## config.mk

```make
export PLATFORM = sky130hd
export DESIGN_NAME = game_ctrl
export DESIGN_NICKNAME = d
export VERILOG_FILES = /design/src/rtl/game_ctrl.sv
export SDC_FILE = /design/constraint.sdc
export NUM_CORES = 1
export LEC_CHECK = 0
export BUFFER_PORTS_ARGS = -buffer_cell sky130_fd_sc_hd__buf_4
export CORE_MARGIN = 2
export CORE_UTILIZATION = 55
export CTS_CLUSTER_SIZE = 25
export DETAILED_ROUTE_END_ITERATION = 10
export GPL_ROUTABILITY_DRIVEN = 1
export GPL_TIMING_DRIVEN = 0
export PLACE_DENSITY = 0.87
export REMOVE_ABC_BUFFERS = 1
export SETUP_SLACK_MARGIN = 0.15
export SLEW_MARGIN = 20
export SYNTH_ARGS = -nofsm -noshare
export SYNTH_HDL_FRONTEND = slang
export SYNTH_SLANG_ARGS = --single-unit
```

## constraint.sdc

```tcl
create_clock -name frame_clk -period 5.5 [get_ports frame_clk]
set_clock_uncertainty 0.05 [all_clocks]
set_input_delay 0.825 -clock frame_clk [delete_from_list [all_inputs] [get_ports frame_clk]]
set_output_delay 0.825 -clock frame_clk [all_outputs]
set_load 0.01 [all_outputs]
```

## src/rtl/game_ctrl.sv

```systemverilog
// rtl/game_ctrl.sv - frame-rate title/play/over sequencer with platform scroll and scoring
// Optional pause state is built only when GAME_CTRL_PAUSE_EN is defined.
module game_ctrl #(
  parameter int         SCROLL_LINE = 200,
  parameter int         OVER_HOLD   = 60,
  parameter logic [9:0] LFSR_SEED   = 10'h2A5
) (
  input  logic        frame_clk,
  input  logic        Reset,
  input  logic [7:0]  keycode,
  input  logic        gg,
  input  logic [10:0] BallY,
  output logic [1:0]  game_state,
  output logic        ball_reset,
  output logic        freeze,
  output logic [15:0] score,
  output logic [15:0] high_score,
  output logic [9:0]  plat_x0,
  output logic [9:0]  plat_x1,
  output logic [9:0]  plat_x2,
  output logic [9:0]  plat_y0,
  output logic [9:0]  plat_y1,
  output logic [9:0]  plat_y2
);

  typedef enum logic [1:0] {S_IDLE = 2'd0, S_PLAY = 2'd1, S_OVER = 2'd2, S_PAUSE = 2'd3} state_t;

  localparam int HW = (OVER_HOLD > 1) ? $clog2(OVER_HOLD) : 1;
  localparam logic [HW-1:0] HOLD_MAX = HW'(OVER_HOLD - 1);
  localparam logic [9:0] PX_INIT [3] = '{10'd240, 10'd165, 10'd317};
  localparam logic [9:0] PY_INIT [3] = '{10'd470, 10'd315, 10'd160};

  state_t        state, state_next;
  logic          ball_reset_d, freeze_d;
  logic [7:0]    key_prev;
  logic [9:0]    lfsr;
  logic [HW-1:0] hold_cnt;
  logic [9:0]    px [3];
  logic [9:0]    py [3];
  logic [9:0]    rot [3];
  logic [9:0]    respawn_x [3];
  logic          ev_space, ev_r, do_load, do_scroll;

  assign ev_space  = (keycode == 8'h2C) && (key_prev != 8'h2C);
  assign ev_r      = (keycode == 8'h15) && (key_prev != 8'h15);
  assign do_load   = (state == S_IDLE) && ev_space;
  assign do_scroll = (state == S_PLAY) && !gg && (BallY < 11'(SCROLL_LINE));

`ifdef GAME_CTRL_PAUSE_EN
  logic ev_p;
  assign ev_p = (keycode == 8'h13) && (key_prev != 8'h13);
`endif

  always_ff @(posedge frame_clk or posedge Reset) begin
    if (Reset) state <= S_IDLE;
    else       state <= state_next;
  end

  always_comb begin
    state_next = state;
    case (state)
      S_IDLE: if (ev_space) state_next = S_PLAY;
      S_PLAY: begin
        if (gg) state_next = S_OVER;
`ifdef GAME_CTRL_PAUSE_EN
        else if (ev_p) state_next = S_PAUSE;
`endif
      end
      S_OVER: if (ev_r && (hold_cnt == HOLD_MAX)) state_next = S_IDLE;
`ifdef GAME_CTRL_PAUSE_EN
      S_PAUSE: if (ev_p) state_next = S_PLAY;
`endif
      default: state_next = S_IDLE;
    endcase
  end

  // Ball-block controls are decoded from the next state so they change on the same edge as the state.
  always_comb begin
    ball_reset_d = 1'b0;
    freeze_d     = 1'b1;
    case (state_next)
      S_IDLE:  ball_reset_d = 1'b1;
      S_PLAY:  freeze_d     = 1'b0;
      default: ;
    endcase
  end

  // Each platform sees a different rotation so simultaneous respawns land apart.
  always_comb begin
    rot[0] = lfsr;
    rot[1] = {lfsr[6:0], lfsr[9:7]};
    rot[2] = {lfsr[3:0], lfsr[9:4]};
    for (int i = 0; i < 3; i++) respawn_x[i] = 10'd40 + {1'b0, rot[i][8:0]};
  end

  always_ff @(posedge frame_clk or posedge Reset) begin
    if (Reset) begin
      ball_reset <= 1'b1;
      freeze     <= 1'b1;
      key_prev   <= 8'h00;
      lfsr       <= LFSR_SEED;
      hold_cnt   <= '0;
      score      <= 16'h0000;
      high_score <= 16'h0000;
      for (int i = 0; i < 3; i++) begin
        px[i] <= PX_INIT[i];
        py[i] <= PY_INIT[i];
      end
    end else begin
      ball_reset <= ball_reset_d;
      freeze     <= freeze_d;
      key_prev   <= keycode;
      lfsr       <= {lfsr[8:0], lfsr[9] ^ lfsr[6]};
      if (do_load) begin
        score <= 16'h0000;
        for (int i = 0; i < 3; i++) begin
          px[i] <= PX_INIT[i];
          py[i] <= PY_INIT[i];
        end
      end else if (do_scroll) begin
        if (score != 16'hFFFF) score <= score + 16'd1;
        for (int i = 0; i < 3; i++) begin
          if (({1'b0, py[i]} + 11'd1) >= 11'd480) begin
            py[i] <= 10'd0;
            px[i] <= respawn_x[i];
          end else begin
            py[i] <= py[i] + 10'd1;
          end
        end
      end
      if ((state == S_PLAY) && gg) begin
        hold_cnt <= '0;
        if (score > high_score) high_score <= score;
      end else if ((state == S_OVER) && (hold_cnt != HOLD_MAX)) begin
        hold_cnt <= hold_cnt + HW'(1);
      end
    end
  end

  assign game_state = state;
  assign plat_x0    = px[0];
  assign plat_x1    = px[1];
  assign plat_x2    = px[2];
  assign plat_y0    = py[0];
  assign plat_y1    = py[1];
  assign plat_y2    = py[2];

endmodule

```

==> flow_metrics.tcl <==
set metrics [dict create \
    coreArea_um2 11900 \
    synthTopCellsByArea "dfrtp_1 32%, dfstp_2 14%, nand2_1 5.0%" \
    worstSkewPairLatency_ns 0.42 \
    power_mw 2.35 \
    setup_slack_ns 2.29 \
    fillers 883 \
    cts_sinks 120 \
    p_per_area_nw_per_um2 286 \
    avgSynthCellArea_um2 9.66 \
    antenna_left 0 \
    critPathArrivalTime_ns 3.47 \
    gp_congestion 0.867 \
    ys_top_cells_by_count "88 x nand2_1, 85 x dfrtp_1, 50 x nor2_1" \
    die_area_um2 12900 \
    num_rows 40 \
    cp.required_ns 5.77 \
    status "finished clean" \
    grt_overflow 0 \
    clock-root-buffer "clkbuf_16" \
    drive_above_1_share_pct 26.0 \
    synth_cells 683 \
    clk_pin_slew_worst_paths_ns 0.06 \
    die_height_um 114 \
    ys_seq_area_share_pct 46.2 \
    ys.flop_type "dfrtp_1" \
    setup_viol 0 \
    crit_slowest_cell "or3_1" \
    yosysTopAreaCellShare_pct 32.2 \
    pre_cts_ws_ns 2.09 \
    critPathCaptureType "flop" \
    grt_max_degree 87 \
    yosys_register_bits 120 \
    diodes 0 \
    place_hpwl_um 11700 \
    crit_type "flop to flop" \
    fin_crit_sh_pct 58.3 \
    synth.largest_area_cell "dfrtp_1" \
    critPathLaunchType "flop" \
    viasPerCell 6.26 \
    cts_setup_buffers 0 \
    drtIter0Drc 656 \
    vdd_drop_max_mv 0.228 \
    maxCapViolations 0 \
    drv_slew 0 \
    grt_use_total_pct 28.3 \
    cts_buffers 17 \
    grt_pass1_wl_um 29600 \
    cp_cell_sequence "ha_1 -> nand4_1 -> or3_1 -> o21ai_2 -> nand2_1 -> o211ai_1" \
    portBuffers 114 \
    leakage_nw 3.89 \
    worst-path-max-fanout 19 \
    synth_edf_count 0 \
    first_pass_iters 6 \
    cts_tree "built" \
    timing.final.crit_period_ns 3.21 \
    cts_resized 0 \
    async_flop_share_pct 100 \
    crit_path_max_incr_delay_ns 0.67 \
    num_vias 5913 \
    ctsHoldBuffers 0 \
    first_global_vias 6109 \
    critPathLaunch "score[15]" \
    tns_ns 0 \
    antenna_found_initial 0 \
    die_width_um 114 \
    worst_slew_pin_slew_ns 1.05 \
    final_nets 830 \
    areaGrowthSynthToFinish_pct 24.5 \
    io-pin-count 118 \
    r2r-start "score[15]" \
    yosysUniqueCellTypes 70 \
    fmax_mhz 312 \
    rsz0062_at_grt "false" \
    start_util_pct 55.6 \
    drcViolationCount 0 \
    cts_buffer_depth 2 \
    ys_warn_count 0 \
    syn_area_um2 6600 \
    slew_headroom_pct 29.9 \
    wirelength_um 17300 \
    wl_per_cell_um 18.4 \
    h-tree-depth 4 \
    synth_most_common_cell "nand2_1" \
    hp-class "primary input to async pin" \
    hold_viol 0 \
]
-- per-layer routing --
metal | global-route usage [%] | vias up | routed length (um)
met5 | 0 | - | 0
met4 | 9.59 | 0 | 176
met3 | 7.33 | 21 | 1130
met2 | 49.6 | 241 | 9130
met1 | 34.1 | 2919 | 6920
li1 | - | 2732 | -
-- worst max-delay path: cells and delay by family (launching register included) --
kind / cells / cell delay [ns]
adder cells (fa/ha/maj): 1 / 0.38
AO/OA/AOI/OAI: 2 / 0.76
AND/OR/NAND/NOR: 3 / 1.46
flip-flops: 1 / 0.47
-- layout make-up --
cell class,count,area [um2],share of cell area [%]
sequential,120,3050,37.1
multi-input combinational,492,3300,40.2
timing repair buffer,119,950,11.6
clock buffer,17,425,5.18
inverter,34,133,1.61
tap,147,184,2.24
clock inverter,15,178,2.16
-- path summary, 6_finish.rpt --
| check | end | slack (ns) | depth (start not counted) |
|---|---|---|---|
| max in group asynchronous | plat_x2[2] | 4.31 | 3 |
| min | key_prev[6] | 0.34 | 2 |
| max reg2reg | high_score[0] | 2.29 | 6 |
| max | high_score[0] | 2.29 | 6 |
| min reg2reg | lfsr[5] | 0.39 | 0 |
| min in group frame_clk | lfsr[5] | 0.39 | 0 |
-- cells in the final DEF (no fill, tap or decap), types with 7 or more instances in the layout --
cell,instances
buf_4,115
nand2_1,87
dfrtp_1,85
nor2_1,50
dfstp_2,35
inv_1,33
mux2i_1,29
o211ai_1,25
ha_1,24
nand4_1,23
nand3_1,23
xnor2_1,21
a21oi_1,20
o2111ai_1,17
clkbuf_16,17
o21ai_0,13
nor3_1,10
xor2_1,10
a211oi_1,9
inv_6,9
and3_1,8
and2_1,8
nor4_1,7
a31oi_1,7
-- per-stage QoR --
stage / cell area [um2] / utilization, % / std cells / hold slack [ns]
detailed placement: 7610 / 64.2 / 912 / 0.366
finish: 8220 / 69.3 / 944 / 0.341
global route: 8220 / 69.3 / 944 / 0.360
CTS: 8210 / 69.3 / 944 / 0.344
floorplan: 6440 / - / 646 / 0.348
global placement: 7480 / 63.1 / 907 / 0.360
-- flip-flops by register name (all words and copies together) (netlist names) --
name	cells
ball_reset	1
freeze	1
game_state	2
high_score	16
hold_cnt	6
key_prev	8
lfsr	10
plat_x0	10
plat_x1	10
plat_x2	10
plat_y0	10
plat_y1	10
plat_y2	10
score	16
-- cell families (layout without fill, tap and decap cells) --
family	after synthesis	in the layout	synth area share [%]
XOR/XNOR	31	31	4.11
adder cells (fa/ha/maj)	24	24	4.55
flip-flops	120	120	46.2
AND/OR/NAND/NOR	260	260	19.8
AO/OA/AOI/OAI	148	148	16.7
buffers and inverters	71	185	4.32
multiplexers	29	29	4.40
-- report_power, final --
| part | switching [mW] | leakage [nW] | total, mW | internal [mW] |
|---|---|---|---|---|
| clock | 0.451 | 0.294 | 1.14 | 0.686 |
| combinational | 0.103 | 2.17 | 0.196 | 0.0929 |
| sequential | 0.0618 | 1.42 | 1.02 | 0.955 |
| total | 0.616 | 3.89 | 2.35 | 1.73 |
(Power assumes the default switching activity.)
